`src/rtl/sls_mem_pkg.sv`:
```
// sls_mem_pkg -- shared definitions for the memory sweep controller slice.
//   ADDR_W / DATA_W : address and data width of the swept memory (8 bits)
//   state_t         : sweep controller state encoding
//   word_t          : one address or data word
package sls_mem_pkg;

  localparam int ADDR_W = 8;
  localparam int DATA_W = 8;

  typedef logic [ADDR_W-1:0] word_t;

  typedef enum logic [2:0] {
    S_IDLE  = 3'd0,
    S_LOAD  = 3'd1,
    S_WRITE = 3'd2,
    S_READ  = 3'd3,
    S_DRAIN = 3'd4,
    S_DONE  = 3'd5
  } state_t;

  // Pattern written to / expected at every address of a sweep.
  function automatic word_t pattern(input word_t addr, input word_t seed);
    return addr ^ seed;
  endfunction

endpackage

```
`src/rtl/sls_mem_chk_v.sv`:
```
// sls_mem_chk_v -- read-compare pipeline and error tally.
// The address issued in one cycle is registered with a valid flag; the
// synchronous RAM returns its data one cycle later, when it is compared
// against the expected pattern.
//   Clock, Reset    : clock, synchronous active-high reset
//   clear           : zero the tally (sweep accepted)
//   issue, addr     : read address presented to the RAM this cycle
//   seed            : pattern key of the current sweep
//   mem_dout        : RAM read data for the address issued last cycle
//   err_cnt         : mismatch count, saturating at 255
//   first_err_addr  : address of the first mismatch, 0 if none
module sls_mem_chk_v
  import sls_mem_pkg::*;
(
  input  logic       Clock,
  input  logic       Reset,
  input  logic       clear,
  input  logic       issue,
  input  logic [7:0] addr,
  input  logic [7:0] seed,
  input  logic [7:0] mem_dout,
  output logic [7:0] err_cnt,
  output logic [7:0] first_err_addr
);

  logic  valid_q;
  word_t addr_q;
  logic  mismatch;

  assign mismatch = valid_q && (mem_dout != pattern(addr_q, seed));

  // NOTE: sequential state uses non-blocking assignments so every register
  // samples the values from before the clock edge.
  always_ff @(posedge Clock) begin
    if (Reset) begin
      valid_q        <= 1'b0;
      addr_q         <= '0;
      err_cnt        <= '0;
      first_err_addr <= '0;
    end else begin
      valid_q <= issue;
      addr_q  <= addr;
      if (clear) begin
        err_cnt        <= '0;
        first_err_addr <= '0;
      end else if (mismatch) begin
        // A zero tally means this is the first mismatch of the sweep.
        if (err_cnt == 8'd0)   first_err_addr <= addr_q;
        if (err_cnt != 8'hFF)  err_cnt        <= err_cnt + 8'd1;
      end
    end
  end

endmodule

```
`src/rtl/sls_mem_sweep_ctrl_v.sv`:
```
// sls_mem_sweep_ctrl_v -- fill / check sweep controller driving an external
// load/count address counter and a synchronous RAM.
//   Clock, Reset             : clock, synchronous active-high reset
//   Start, Mode              : start a sweep (IDLE only); 0 fill, 1 check
//   Base, Len, Seed          : first address, length-1, pattern key
//   Cnt_Q                    : current counter address (= RAM address)
//   Cnt_D, Cnt_LD_EN, Cnt_EN : counter load value / load / count enables
//   Cnt_Reset                : counter reset, follows Reset
//   Mem_WE, Mem_Din          : RAM write enable and write data
//   Mem_Dout                 : RAM read data (one cycle after address)
//   Busy, Done               : not idle / one-cycle end-of-sweep pulse
//   Err_Cnt, First_Err_Addr  : check result, held until the next sweep
module sls_mem_sweep_ctrl_v
  import sls_mem_pkg::*;
(
  input  logic       Clock,
  input  logic       Reset,
  input  logic       Start,
  input  logic       Mode,
  input  logic [7:0] Base,
  input  logic [7:0] Len,
  input  logic [7:0] Seed,
  input  logic [7:0] Cnt_Q,
  output logic [7:0] Cnt_D,
  output logic       Cnt_LD_EN,
  output logic       Cnt_EN,
  output logic       Cnt_Reset,
  output logic       Mem_WE,
  output logic [7:0] Mem_Din,
  input  logic [7:0] Mem_Dout,
  output logic       Busy,
  output logic       Done,
  output logic [7:0] Err_Cnt,
  output logic [7:0] First_Err_Addr
);

  state_t state_q, state_nx;
  word_t  base_q, len_q, seed_q, rem_q;
  logic   mode_q;
  logic   accept;
  logic   issue;

  assign Cnt_Reset = Reset;

  always_ff @(posedge Clock) begin
    if (Reset) begin
      state_q <= S_IDLE;
      base_q  <= '0;
      len_q   <= '0;
      seed_q  <= '0;
      mode_q  <= 1'b0;
      rem_q   <= '0;
    end else begin
      state_q <= state_nx;
      if (accept) begin
        base_q <= Base;
        len_q  <= Len;
        seed_q <= Seed;
        mode_q <= Mode;
      end
      if (state_q == S_LOAD) begin
        rem_q <= len_q;
      end else if ((state_q == S_WRITE || state_q == S_READ) && rem_q != 8'd0) begin
        rem_q <= rem_q - 8'd1;
      end
    end
  end

  // NOTE: every output of this block gets a default first, so no path
  // through the case statement can leave a latch behind.
  always_comb begin
    state_nx  = state_q;
    accept    = 1'b0;
    issue     = 1'b0;
    Cnt_D     = '0;
    Cnt_LD_EN = 1'b0;
    Cnt_EN    = 1'b0;
    Mem_WE    = 1'b0;
    Mem_Din   = '0;
    Done      = 1'b0;
    Busy      = (state_q != S_IDLE);

    case (state_q)
      S_IDLE: begin
        if (Start) begin
          accept   = 1'b1;
          state_nx = S_LOAD;
        end
      end
      S_LOAD: begin
        Cnt_D     = base_q;
        Cnt_LD_EN = 1'b1;
        state_nx  = mode_q ? S_READ : S_WRITE;
      end
      S_WRITE: begin
        Mem_WE  = 1'b1;
        Mem_Din = pattern(Cnt_Q, seed_q);
        if (rem_q != 8'd0) Cnt_EN   = 1'b1;
        else               state_nx = S_DONE;
      end
      S_READ: begin
        issue = 1'b1;
        if (rem_q != 8'd0) Cnt_EN   = 1'b1;
        else               state_nx = S_DRAIN;
      end
      S_DRAIN: state_nx = S_DONE;   // last read data is compared this cycle
      S_DONE: begin
        Done     = 1'b1;
        state_nx = S_IDLE;
      end
      default: state_nx = S_IDLE;
    endcase

    // Reset silences the controller in the same cycle it is asserted, so an
    // aborted sweep cannot write, count or pulse Done on its way out.
    if (Reset) begin
      accept    = 1'b0;
      issue     = 1'b0;
      Cnt_D     = '0;
      Cnt_LD_EN = 1'b0;
      Cnt_EN    = 1'b0;
      Mem_WE    = 1'b0;
      Mem_Din   = '0;
      Done      = 1'b0;
      Busy      = 1'b0;
    end
  end

  sls_mem_chk_v u_chk (
    .Clock          (Clock),
    .Reset          (Reset),
    .clear          (accept),
    .issue          (issue),
    .addr           (Cnt_Q),
    .seed           (seed_q),
    .mem_dout       (Mem_Dout),
    .err_cnt        (Err_Cnt),
    .first_err_addr (First_Err_Addr)
  );

endmodule

```
`config.mk`:
```
export PLATFORM = sky130hd
export DESIGN_NAME = sls_mem_sweep_ctrl_v
export DESIGN_NICKNAME = d
export VERILOG_FILES = /design/src/rtl/sls_mem_pkg.sv /design/src/rtl/sls_mem_chk_v.sv /design/src/rtl/sls_mem_sweep_ctrl_v.sv
export SDC_FILE = /design/constraint.sdc
export NUM_CORES = 1
export LEC_CHECK = 0
export ABC_CLOCK_PERIOD_IN_PS = 2500
export BUFFER_PORTS_ARGS = -buffer_cell sky130_fd_sc_hd__clkbuf_2
export CORE_MARGIN = 10
export CORE_UTILIZATION = 30
export DETAILED_ROUTE_END_ITERATION = 10
export PLACE_DENSITY_LB_ADDON = 0.08
export RECOVER_POWER = 25
export SYNTH_ARGS = -nofsm -noshare
export SYNTH_HDL_FRONTEND = slang
export SYNTH_SLANG_ARGS = --single-unit
```
`constraint.sdc`:
```
create_clock -name Clock -period 2.5 [get_ports Clock]
set_input_delay 0.125 -clock Clock [delete_from_list [all_inputs] [get_ports Clock]]
set_output_delay 0.125 -clock Clock [all_outputs]
set_load 0.1 [all_outputs]
```
Yosys cells after proc, flatten, opt, wreduce, memory -nomap -nowiden --
Index checks and enable logic that the tools add are counted. Widths: inputs -> output; s select.
Word-level totals: register bits 61, input bits 44, logic and storage cells 62
Operators by class: add/sub/neg operators 2, eq/ne operators 10, mux-type cells 25, bitwise gates (word level) 2, reductions and logical operators 13
Operators with widths (number):
- $mux 8 | 6
- $xor 8x8->8 | 2
- $mux 1 | 15
- $pmux 3 s5 | 1
- $mux 3 | 3
- $add 8x1->8 const B | 1
- $logic_not 8->1 | 1
- $ne 8x8->1 | 1
- $ne 8x8->1 const B | 1
- $reduce_bool 8->1 | 1
- $sub 8x1->8 const B | 1
- $eq 3x2->1 const B | 2
- $eq 3x3->1 const B | 2
- $ne 2x2->1 const B | 3
- $reduce_and 2->1 | 2
- $reduce_or 2->1 | 2
- $eq 3x1->1 const B | 1
- $logic_not 3->1 | 1
- $reduce_and 3->1 | 1
- $reduce_bool 3->1 | 1
- $logic_and 1x1->1 | 2
- $reduce_bool 2->1 | 1
- $logic_or 1x1->1 | 1

Depth between registers and ports, before layout --
Gate-level depths: netlist of the first run.
depth after elaboration 5, mapped depth 8, depth with buffers taken out 7

By module --
From an unflattened synthesis of the first run, not the netlist that was laid out.
Unflattened totals: cell total of the unflattened synthesis 350, area total of the unflattened synthesis 2932.8 um^2
Modules (own cells, without submodules):
- sls_mem_sweep_ctrl_v | times used 1, cells an instance 228, area each 1712.9 um^2
- sls_mem_chk_v | times used 1, cells an instance 122, area each 1219.9 um^2

Worst setup path after synthesis of the first run --
OpenSTA, ideal clock, no wires.
path kind register -> output, from register state_q[2], to output port Done, arrival time 3.510 ns, required time 2.375 ns, path slack -1.135 ns, stages on the path, launching flop included 3, buffers on the path 1, cell sequence dfxtp_1 clkbuf_1 nor4bb_1
On the way: word-level cells in the longest chain between the ends 3
Ends and longest elaborated chain:
- start: declaration | RTL line sls_mem_sweep_ctrl_v.sv:37 | state_t state_q, state_nx;
- start signal: assignment | RTL line sls_mem_sweep_ctrl_v.sv:54 | state_q <= state_nx;
- $eq 3x3->1 | RTL line sls_mem_sweep_ctrl_v.sv:83 | case (state_q)
- $mux 1 | RTL line sls_mem_sweep_ctrl_v.sv:83
- $mux 1 | RTL line sls_mem_sweep_ctrl_v.sv:116 | if (Reset) begin
- end: declaration | RTL line sls_mem_sweep_ctrl_v.sv:32 | output logic Done,
Every way passes these cells.

Worst setup path after layout of the first run --
from register rem_q[0], to output port Cnt_EN
On the way: word-level cells in the longest chain between the ends 4
Ends and longest elaborated chain:
- start: declaration | RTL line sls_mem_sweep_ctrl_v.sv:38 | word_t base_q, len_q, seed_q, rem_q;
- start signal: assignment | RTL line sls_mem_sweep_ctrl_v.sv:62 | rem_q <= len_q;
- start signal: assignment | RTL line sls_mem_sweep_ctrl_v.sv:64 | rem_q <= rem_q - 8'd1;
- $reduce_bool 8->1 | RTL line sls_mem_sweep_ctrl_v.sv:98, sls_mem_sweep_ctrl_v.sv:103
- $mux 1 | RTL line sls_mem_sweep_ctrl_v.sv:98, sls_mem_sweep_ctrl_v.sv:103
- $mux 1
- $mux 1 | RTL line sls_mem_sweep_ctrl_v.sv:116
- end: declaration | RTL line sls_mem_sweep_ctrl_v.sv:26 | output logic Cnt_EN,
Every way passes these cells.

==> reports/metrics.csv, run 1 <==
stage,metric,value,unit
timing,slew_violations,0,
floorplanning,die_w,117,um
timing,setup_tns,0,ps
clock_network,postCtsHoldBufs,8,
placed_design,dp_hpwl,6030,um
routing,drc,0,
placed_design,place.gp.congestion,0.786,
global_routing,overflow,0,
placed_design,portBuffers,81,
routing,dr.pass1.iters,4,
synth,synth.cell_area,2840,sq um
synth,yosysWarningCount,0,
cells_and_area,finish.utilization,41.4,%
global_routing,grt_max_degree,26,
timing,hold_viol_final,0,
cells_and_area,n_antenna_cell,0,
synth,avgSynthCellArea,8.29,sq um
cells_and_area,mostFrequentLayoutCells,"72 x nand2_1, 61 x dfxtp_1, 57 x clkbuf_2",
worst_setup_path,path_class,reg2out,
cells_and_area,postLayoutCellArea,3830,sq um
placed_design,dp.cells,541,
floorplanning,die_area,13800,sq um
synth,synth_seq_area_share,42.9,%
routing,vias,2618,
worst_setup_path,path_buf_inv,2,
clock_network,cts.repair.resized,0,
timing,rsz0062_at_grt,false,
routing,drt_iter0_drc,89,
placed_design,dpl_cell_area,3530,sq um
worst_setup_path,worstSetupStartpointType,flip-flop,
timing,setup_viol,0,
power,power_leakage,0.00150,uW
worst_setup_path,worstPathRequired,2380,ps
worst_setup_path,end_kind,output pin,
clock_network,cts_buffer_depth,2,
global_routing,grt_first_pass_wirelength,13400,um
cells_and_area,drive_above_1_share,21.4,%
cells_and_area,final_common_cell,nand2_1,
floorplanning,core_area,9240,sq um
run_status,status,"finished, final reports clean",
floorplanning,start_util,30.8,%
routing,antenna_left,0,
synth,synth_cells,343,
clock_network,root_buffer,clkbuf_8,
timing,worst_pin_slew,1190,ps
timing,max_clock_freq,442,MHz
floorplanning,io_pins,82,
worst_setup_path,worst_ep_arrival_time,2140,ps
clock_network,numCtsBuffers,9,
global_routing,grt_pass1_vias,2649,
clock_network,postCtsSetupBuffers,0,
synth,ys_types,44,
synth,synth_fp_nets,391,
cells_and_area,fill_cells,974,
worst_setup_path,crit_family,simple AND/OR/NAND/NOR gates,
floorplanning,row_count,35,
worst_setup_path,path_max_fanout,7,
clock_network,htreeDepth,3,
clock_network,insertion_delay,330,ps
global_routing,antenna_found_initial,0,
synth,synth-seq-cells,61,
timing,finClkSkew,9.80,ps
min_path,hold_path.class,in2reg,
global_routing,globalRouteTotalUtil,11.7,%
routing,drt-wirelength-per-cell,14.4,um
timing,fin_crit,2260,ps
worst_setup_path,cp_slowest_cell,nor3b_1,
routing,viasPerCell,4.64,
timing,finalCritPeriodShare,90.5,%
power,irDropWorstVdd,0.000381,V
worst_setup_path,max_stage_delay,440,ps
routing,routed_wirelength,8100,um
cells_and_area,nNetsFinal,479,
clock_network,cts.sinks,61,
cells_and_area,fin_cells,564,
timing,slew_headroom,21.0,%
clock_network,tritoncts,yes,
power,p_per_area,943,nW/um^2
job,drv_cap,0,
clock_network,clk_pin_slew,70,ps
worst_setup_path,cp_cell_sequence,inv_1 > ha_1 > nor3b_1 > a21o_1 > nor2_1 > clkbuf_2,
floorplanning,die_h,117,um
cells_and_area,area_delta_synth_final,34.6,%
[where the power goes]
| group | total (uW) | internal, uW | switching (uW) |
|---|---|---|---|
| Clock | 1020 | 638 | 379 |
| Combinational | 1330 | 481 | 851 |
| Sequential | 1260 | 1120 | 144 |
[cells by family after synthesis]
logic type               count (synthesis)  share of synthesized area (%)
AO/OA/AOI/OAI                           71                           14.6
XOR/XNOR                                16                           8.80
adder cells (fa/ha/maj)                  4                           1.76
buffers and inverters                   29                           4.22
flip-flops                              61                           42.9
multiplexers                             2                          0.748
AND/OR/NAND/NOR                        160                           26.9
[path summary, 6_finish.rpt]
kind | start | to | slack [ps] | cells after the start
worst max-delay path | rem_q[0] | Cnt_EN | 240 | 6
worst min-delay path | Len[7] | len_q[7] | 10 | 3
worst max register to register | u_chk.addr_q[3] | u_chk.err_cnt[3] | 500 | 5
worst min register to register | base_q[0] | base_q[0] | 450 | 2
[tightest hold or removal path: cells and delay by family]
family / cells / cell delay [ps]
and+or+nand+nor: 1 / 40
buffers and inverters: 1 / 80
AOI/OAI and AO/OA: 1 / 50
[metrics by stage]
step	hold WS, ps	setup WS [ps]	power, uW
floorplan	253	-57.2	2240
global placement	349	562	2620
detailed placement	353	504	2620
CTS	0.171	217	3660
global route	9.01	44.9	3840
finish	14.4	238	3610
[per-layer routing]
layer,wire length (um),track usage (%),part of all wire [%],vias to the layer above
met2,3840,19.4,47,61
met5,0,0,0,-
met4,30,3.52,0.37,0
met1,3880,14.0,48,1204
li1,-,-,-,1351
met3,349,3.55,4.3,2
[cell usage after synthesis (all sizes together)]
| cell | n | area share (%) |
|---|---|---|
| nor3b | 4 | 1.1 |
| a211oi | 1 | 0.26 |
| a211o | 1 | 0.31 |
| nand3b | 2 | 0.53 |
| dfxtp | 61 | 43 |
| and2 | 12 | 2.6 |
| and4 | 2 | 0.70 |
| nor2 | 25 | 3.3 |
| buf | 4 | 0.92 |
| mux2i | 1 | 0.35 |
| a21o | 1 | 0.26 |
| clkbuf | 16 | 2.1 |
| nor2b | 9 | 2.0 |
| o311ai | 2 | 0.62 |
| ha | 4 | 1.8 |
| nand2 | 72 | 9.5 |
| nand2b | 3 | 0.66 |
| o41ai | 2 | 0.62 |
| a22oi | 1 | 0.26 |
| nor4bb | 1 | 0.35 |
| nand3 | 16 | 2.8 |
| o31ai | 2 | 0.53 |
| and3 | 2 | 0.44 |
| o21ai | 12 | 2.1 |
| a21oi | 38 | 6.7 |
| a31oi | 4 | 0.88 |
| o221ai | 1 | 0.31 |
| nor4 | 1 | 0.22 |
| or4 | 3 | 0.79 |
| nor3 | 2 | 0.35 |
| nand4 | 2 | 0.44 |
| a221oi | 2 | 0.62 |
| xnor3 | 8 | 6.3 |
| nor4b | 3 | 0.92 |
| xnor2 | 8 | 2.5 |
| mux2 | 1 | 0.40 |
| o211ai | 2 | 0.53 |
| or3 | 1 | 0.22 |
| inv | 9 | 1.2 |
| a21bo | 1 | 0.35 |
| a21boi | 1 | 0.26 |
[cell type report]
type / count / area [sq um] / area share (%)
multi-input cells: 253 / 1520 / 39.6
flip-flops and latches: 61 / 1220 / 31.9
repair buffers: 97 / 662 / 17.3
clock buffers: 12 / 165 / 4.32
well taps: 129 / 161 / 4.22
clock inverters: 3 / 67.6 / 1.77
inverters: 9 / 33.8 / 0.883
[registers in the layout, indices dropped and copies added (netlist names)]
register and count:
state_q 3, len_q 8, seed_q 8, base_q 8
u_chk.err_cnt 8, rem_q 8, mode_q 1, u_chk.first_err_addr 8
u_chk.addr_q 8, u_chk.valid_q 1
Note: power is estimated with default switching activity, not from simulation.
==> run 2: changes to the inputs <==
ABC_AREA = 1   (was unset)
==> run 2 against run 1 <==
Compared with the run above: non-clock buffer count is 6 lower; sequential share of layout area shrank 0.87 points; clock skew fell by 0.80 ps; worst setup slack improved by 18 ps; combinational power rose by 30%; largest cell class unchanged; largest power group unchanged.
==> reports/metrics.csv, run 2 <==
stage,metric,value,unit,change
run_status,status,"finished, final reports clean",,
synth,synthTopCellsByCount,"125 x nand2_1, 94 x inv_1, 61 x dfxtp_1, 61 x nor2_1, 23 x o22ai_1",,
floorplanning,die_w,121,um,+3.0%
timing,slew_headroom,21.7,%,+0.67 points
synth,synth_seq_area_share,40.0,%,-3.0 points
global_routing,grt_pass1_vias,2906,,+9.7%
power,power_leakage,0.00198,uW,+32%
global_routing,overflow,0,,unchanged
global_routing,grt_max_degree,19,,-27%
timing,fin_crit,2240,ps,-18.5 ps
floorplanning,row_count,36,,+2.9%
routing,routed_wirelength,8550,um,+5.6%
synth,synth_fp_nets,514,,+31%
worst_setup_path,max_stage_delay,480,ps,+40 ps
cells_and_area,nNetsFinal,606,,+27%
routing,antenna_left,0,,unchanged
clock_network,insertion_delay,340,ps,about the same
worst_setup_path,path_class,reg2out,,
placed_design,place.gp.congestion,0.822,,+4.6%
power,power.total,3860,uW,+7.1%
worst_setup_path,r2r_end,len_q[3],,
synth,synth_top_area_cell,dfxtp_1,,
timing,slew_violations,0,,unchanged
min_path,hold_path.class,in2reg,,
job,drv_cap,0,,unchanged
timing,finClkSkew,9.00,ps,-0.800 ps
cells_and_area,fin_cells,696,,+23%
cells_and_area,area_delta_synth_final,28.8,%,
timing,hold_viol_final,0,,unchanged
cells_and_area,final_common_cell,nand2_1,,
clock_network,cts_buffer_depth,2,,unchanged
placed_design,portBuffers,81,,unchanged
cells_and_area,drive_above_1_share,21.5,%,+0.11 points
synth,ys_types,32,,-27%
worst_setup_path,cp_slowest_cell,clkbuf_2,,
floorplanning,core_area,9860,sq um,+6.8%
synth,synth-seq-cells,61,,unchanged
clock_network,cts.repair.resized,0,,unchanged
floorplanning,io_pins,82,,unchanged
routing,dr.pass1.iters,4,,unchanged
timing,setup_viol,0,,unchanged
synth,synth_cells,466,,+36%
cells_and_area,postLayoutCellArea,3940,sq um,+2.8%
global_routing,grt_first_pass_wirelength,14200,um,+5.6%
worst_setup_path,reg2reg_depth,8,,+3
placed_design,dp.cells,674,,+25%
synth,synth.most_common_cell,nand2_1,,
synth,synth_edf_count,0,,unchanged
routing,vias,2960,,+13%
floorplanning,die_h,121,um,+3.0%
timing,finalCritPeriodShare,89.7,%,-0.74 points
synth,synth.cell_area,3050,sq um,+7.4%
clock_network,numCtsBuffers,9,,unchanged
cells_and_area,finish.utilization,39.9,%,-1.5 points
worst_setup_path,r2r_setup_slack,820,ps,+320 ps
synth,synthFlopType,dfxtp_1,,
cells_and_area,n_antenna_cell,0,,unchanged
worst_setup_path,path_max_fanout,8,,+1
worst_setup_path,crit_family,buffers and inverters,,
worst_setup_path,cp_cell_sequence,inv_1 > nor2_1 > nand2_1 > nor2_4 > inv_1 > a21oi_4 > clkbuf_2,,
placed_design,dp_hpwl,6660,um,+10%
min_path,worstHoldStart,Cnt_Q[3],,
routing,drt-wirelength-per-cell,12.3,um,-14%
floorplanning,start_util,31.0,%,+0.18 points
timing,rsz0062_at_grt,false,,
synth,async_reset_ff_share,0,%,unchanged
clock_network,root_buffer,clkbuf_8,,
timing,worst_pin_slew,1180,ps,-10.0 ps
placed_design,dpl_cell_area,3720,sq um,+5.3%
worst_setup_path,end_kind,output pin,,
clock_network,cts.sinks,61,,unchanged
clock_network,clk_pin_slew,70,ps,about the same
cells_and_area,mostFrequentLayoutCells,"125 x nand2_1, 94 x inv_1, 64 x clkbuf_2",,
synth,yosysWarningCount,0,,unchanged
timing,setup_tns,0,ps,unchanged
worst_setup_path,worst-path-stages,7,,+1
worst_setup_path,critical_path.endpoint,Mem_Din[6],,
synth,avgSynthCellArea,6.55,sq um,-21%
worst_setup_path,crit_top_cell,inv_1,,
worst_setup_path,critPathLaunch,state_q[1],,
global_routing,antenna_found_initial,0,,unchanged
floorplanning,die_area,14600,sq um,+6.1%
synth,synth_area_leaders,"dfxtp_1 40%, nand2_1 15%, inv_1 12%",,
power,p_per_area,982,nW/um^2,+4.1%
power,irDropWorstVdd,0.000516,V,+35%
timing,max_clock_freq,446,MHz,+0.82%
worst_setup_path,worst_ep_arrival_time,2120,ps,-20 ps
worst_setup_path,worstPathRequired,2380,ps,about the same
synth,synth_top_area_share,40.0,%,-3.0 points
global_routing,globalRouteTotalUtil,12.1,%,+0.40 points
routing,viasPerCell,4.25,,-8.4%
clock_network,htreeDepth,3,,unchanged
routing,drt_iter0_drc,156,,+75%
worst_setup_path,path_buf_inv,3,,+1
clock_network,tritoncts,yes,,
routing,drc,0,,unchanged
worst_setup_path,worstSetupStartpointType,flip-flop,,
worst_setup_path,worstReg2RegStart,state_q[0],,
==> run 2: cell count changes in the layout (fill, tap and decap cells not counted), sizes merged, moves of 7 or more <==
cell and change:
a21oi -24, and2 -12, buf -14, clkbuf +10, inv +96, nand2 +55
nor2 +40, nor2b -9, o22ai +23, xnor2 -7, xnor3 -8, xor2 +7
==> run 2: repair_timing <==
item / in CTS / in global routing
hold buffers: 6 / 0
buffers inserted: 0 / 0
hold endpoints to repair: 6 / 0
==> run 2: worst min-delay path by stage <==
stage	to	cells past startpoint
global placement	u_chk.addr_q[1]	3
global route	mode_q	3
finish	u_chk.addr_q[3]	3
CTS	seed_q[4]	3
floorplan	u_chk.addr_q[0]	2
detailed placement	u_chk.addr_q[5]	3
==> run 2: report_power, final <==
part | internal (uW) | switching [uW]
sequential | 1170 | 152
clock | 409 | 393
combinational | 482 | 1250
==> run 2: metal layers <==
metal / part of all wire, % / GRT usage [%] / vias up
li1: - / - / 1599
met1: 46 / 14.5 / 1304
met2: 47 / 19.9 / 51
met3: 5.4 / 4.14 / 6
met4: 1.1 / 3.32 / 0
met5: 0 / 0 / -
==> run 2: worst register-to-register path, cell delays in order, from the launching register on <==
cell     delay [ps]
dfxtp_1         340
nor2_1          180
inv_1            80
nor2_1          170
nand2_1          90
nand2_2         280
inv_2           240
nand2_1         100
o21ai_0          80
==> run 2: cell families after synthesis <==
group                      share of synthesized area [%]
buffers and inverters                               15.2
xor gates and xnor gates                            2.29
and+or+nand+nor                                     31.5
AOI/OAI and AO/OA                                   9.46
adders and majority gates                           1.64
DFF                                                 40.0
==> run 2: final cells by class <==
cell class / instances / area (sq um)
Clock buffer: 12 / 155
Clock inverter: 4 / 22.5
Fill cell: 1084 / 5930
Inverter: 105 / 394
Multi-Input combinational cell: 290 / 1510
Sequential cell: 61 / 1220
Tap cell: 133 / 166
Timing Repair Buffer: 91 / 470
==> run 2: metrics by stage <==
step           hold WS [ps]  setup WS (ps)
4_1_cts                1.99            217
6_report               19.5            256
3_5_place_dp            358            605
2_1_floorplan           250           46.7
5_1_grt                2.62           71.8
3_3_place_gp            359            651
==> run 3: changes to the inputs <==
CELL_PAD_IN_SITES_DETAIL_PLACEMENT = 2   (was unset)
CELL_PAD_IN_SITES_GLOBAL_PLACEMENT = 2   (was unset)
CORE_UTILIZATION = 27   (was 30)
==> run 3 against run 2 <==
Compared with the run above: cell area up 2.0%; total power up 13%; die area up 9.2%; combinational power up 4%; critical path depth down 1; flip-flop and latch count unchanged; routed wire length up 27%; final cell count unchanged; clock power up 52%; maximum frequency down 2.3%; largest cell class unchanged.
==> reports/metrics.csv, run 3 (same netlist as run 2, synthesis figures left out) <==
stage,metric,value,unit,change
clock_network,clk_pin_slew,50,ps,-20 ps
clock_network,insertion_delay,330,ps,about the same
placed_design,place.gp.congestion,0.821,,-0.13%
global_routing,overflow,0,,unchanged
timing,setup_tns,0,ps,unchanged
routing,drt_iter0_drc,105,,-33%
routing,drc,0,,unchanged
cells_and_area,register_area,1220,sq um,unchanged
timing,fin_crit,2300,ps,+53.9 ps
cells_and_area,multi_input_area,1510,sq um,unchanged
placed_design,dp_hpwl,8500,um,+28%
routing,dr.pass1.iters,4,,unchanged
timing,worst_pin_slew,1240,ps,+62.3 ps
worst_setup_path,cp_cell_sequence,clkbuf_1 > clkbuf_1 > inv_1 > nand3_1 > buf_4 > o21ai_0,,
routing,viasPerCell,4.52,,+6.3%
floorplanning,die_area,16000,sq um,+9.2%
cells_and_area,nNetsFinal,599,,-1.2%
worst_setup_path,max_stage_delay,950,ps,+470 ps
placed_design,dpl_cell_area,3720,sq um,about the same
min_path,worstHoldStart,Cnt_Q[3],,
floorplanning,die_w,126,um,+4.5%
placed_design,dp.cells,680,,+0.89%
global_routing,grt_first_pass_wirelength,17700,um,+25%
cells_and_area,fin_cells,696,,unchanged
clock_network,postCtsSetupBuffers,0,,unchanged
global_routing,antenna_found_initial,0,,unchanged
floorplanning,row_count,38,,+5.6%
clock_network,root_buffer,clkbuf_16,,
clock_network,tritoncts,yes,,
timing,rsz0062_at_grt,false,,
worst_setup_path,crit_family,buffers and inverters,,
clock_network,cts.repair.resized,0,,unchanged
timing,finClkSkew,6.01,ps,-2.99 ps
power,p_per_area,1090,nW/um^2,+11%
cells_and_area,n_antenna_cell,0,,unchanged
clock_network,numCtsBuffers,9,,unchanged
routing,drt-wirelength-per-cell,15.6,um,+27%
cells_and_area,mostFrequentLayoutCells,"125 x nand2_1, 94 x inv_1, 61 x dfxtp_1",,
worst_setup_path,crit_top_cell,clkbuf_1,,
routing,antenna_left,0,,unchanged
timing,setup_viol,0,,unchanged
worst_setup_path,end_kind,flip-flop,,
timing,slew_headroom,17.2,%,-4.5 points
cells_and_area,final_common_cell,nand2_1,,
floorplanning,core_area,10900,sq um,+11%
worst_setup_path,path_max_fanout,24,,+16
worst_setup_path,r2r_setup_slack,770,ps,-50 ps
power,power_leakage,0.00201,uW,+1.5%
cells_and_area,postLayoutCellArea,4010,sq um,+2.0%
global_routing,globalRouteTotalUtil,13.7,%,+1.6 points
floorplanning,io_pins,82,,unchanged
clock_network,cts.sinks,61,,unchanged
global_routing,grt_pass1_vias,3462,,+19%
worst_setup_path,worstReg2RegStart,state_q[0],,
worst_setup_path,cp_slowest_cell,clkbuf_1,,
floorplanning,start_util,27.9,%,-3.0 points
clock_network,cts_buffer_depth,2,,unchanged
routing,routed_wirelength,10800,um,+27%
cells_and_area,finish.utilization,36.7,%,-3.2 points
worst_setup_path,path_class,in2reg,,
timing,max_clock_freq,435,MHz,-2.3%
worst_setup_path,reg2reg_depth,7,,-1
min_path,hold_end,u_chk.addr_q[3],,
min_path,hold_depth,3,,unchanged
power,power.total,4350,uW,+13%
clock_network,postCtsHoldBufs,0,,-6
power,irDropWorstVdd,0.000489,V,-5.2%
worst_setup_path,worstSetupStartpointType,primary input,,
cells_and_area,fill_cells,1338,,+23%
worst_setup_path,worst_ep_arrival_time,2500,ps,+380 ps
min_path,hold_path.class,in2reg,,
timing,slew_violations,0,,unchanged
job,drv_cap,0,,unchanged
placed_design,portBuffers,81,,unchanged
cells_and_area,area_delta_synth_final,31.4,%,
run_status,status,"finished, final reports clean",,
timing,hold_viol_final,0,,unchanged
cells_and_area,drive_above_1_share,21.6,%,+0.091 points
clock_network,htreeDepth,3,,unchanged
worst_setup_path,path_buf_inv,4,,+1
worst_setup_path,r2r_end,base_q[1],,
floorplanning,die_h,126,um,+4.5%
routing,vias,3146,,+6.3%
global_routing,grt_max_degree,25,,+6
timing,finalCritPeriodShare,91.9,%,+2.2 points
worst_setup_path,worstPathRequired,2700,ps,+320 ps
## run 3: where the power goes
group	internal, uW	total (uW)	switching (uW)
clock network	781	1220	443
logic	477	1800	1320
registers	1180	1330	157
## run 3: layer usage
| layer | share of wire [%] | vias up | wire [um] | GRT usage (%) |
|---|---|---|---|---|
| met3 | 3.6 | 9 | 389 | 4.16 |
| met4 | 1.2 | 0 | 128 | 4.42 |
| met5 | 0 | - | 0 | 0 |
| li1 | - | 1596 | - | - |
| met2 | 49 | 45 | 5360 | 23.5 |
| met1 | 46 | 1496 | 4970 | 15.8 |
## run 3: cell type report
cell class                      count  share of cell area, %
Timing Repair Buffer               84                   10.6
Tap cell                          140                   4.37
Clock buffer                       16                   7.27
Inverter                          105                   9.82
Multi-Input combinational cell    290                   37.5
Sequential cell                    61                   30.4
## run 3: worst max path at each step
stage / cells past startpoint / endpoint / slack [ps] / startpoint
6_report: 6 / len_q[3] / 200 / Reset
5_1_grt: 7 / Mem_Din[7] / 10 / state_q[1]
4_1_cts: 7 / Mem_Din[7] / 70 / state_q[1]
3_5_place_dp: 7 / Mem_Din[7] / 460 / state_q[1]
3_3_place_gp: 7 / Mem_Din[7] / 540 / state_q[1]
2_1_floorplan: 7 / Cnt_D[1] / 50 / state_q[1]
## run 3: through the flow
step                      worst slack [ps]  hold slack (ps)
after floorplan                       46.7              250
after global placement                 542              360
after detailed placement               459              372
after CTS                             70.4             16.9
after global routing                  14.2             27.3
final                                  203             27.8
## run 3: worst min-delay path, delay by kind of cell
| family | cells | cell delay (ps) |
|---|---|---|
| buf+inv | 2 | 150 |
| simple gates | 1 | 40 |
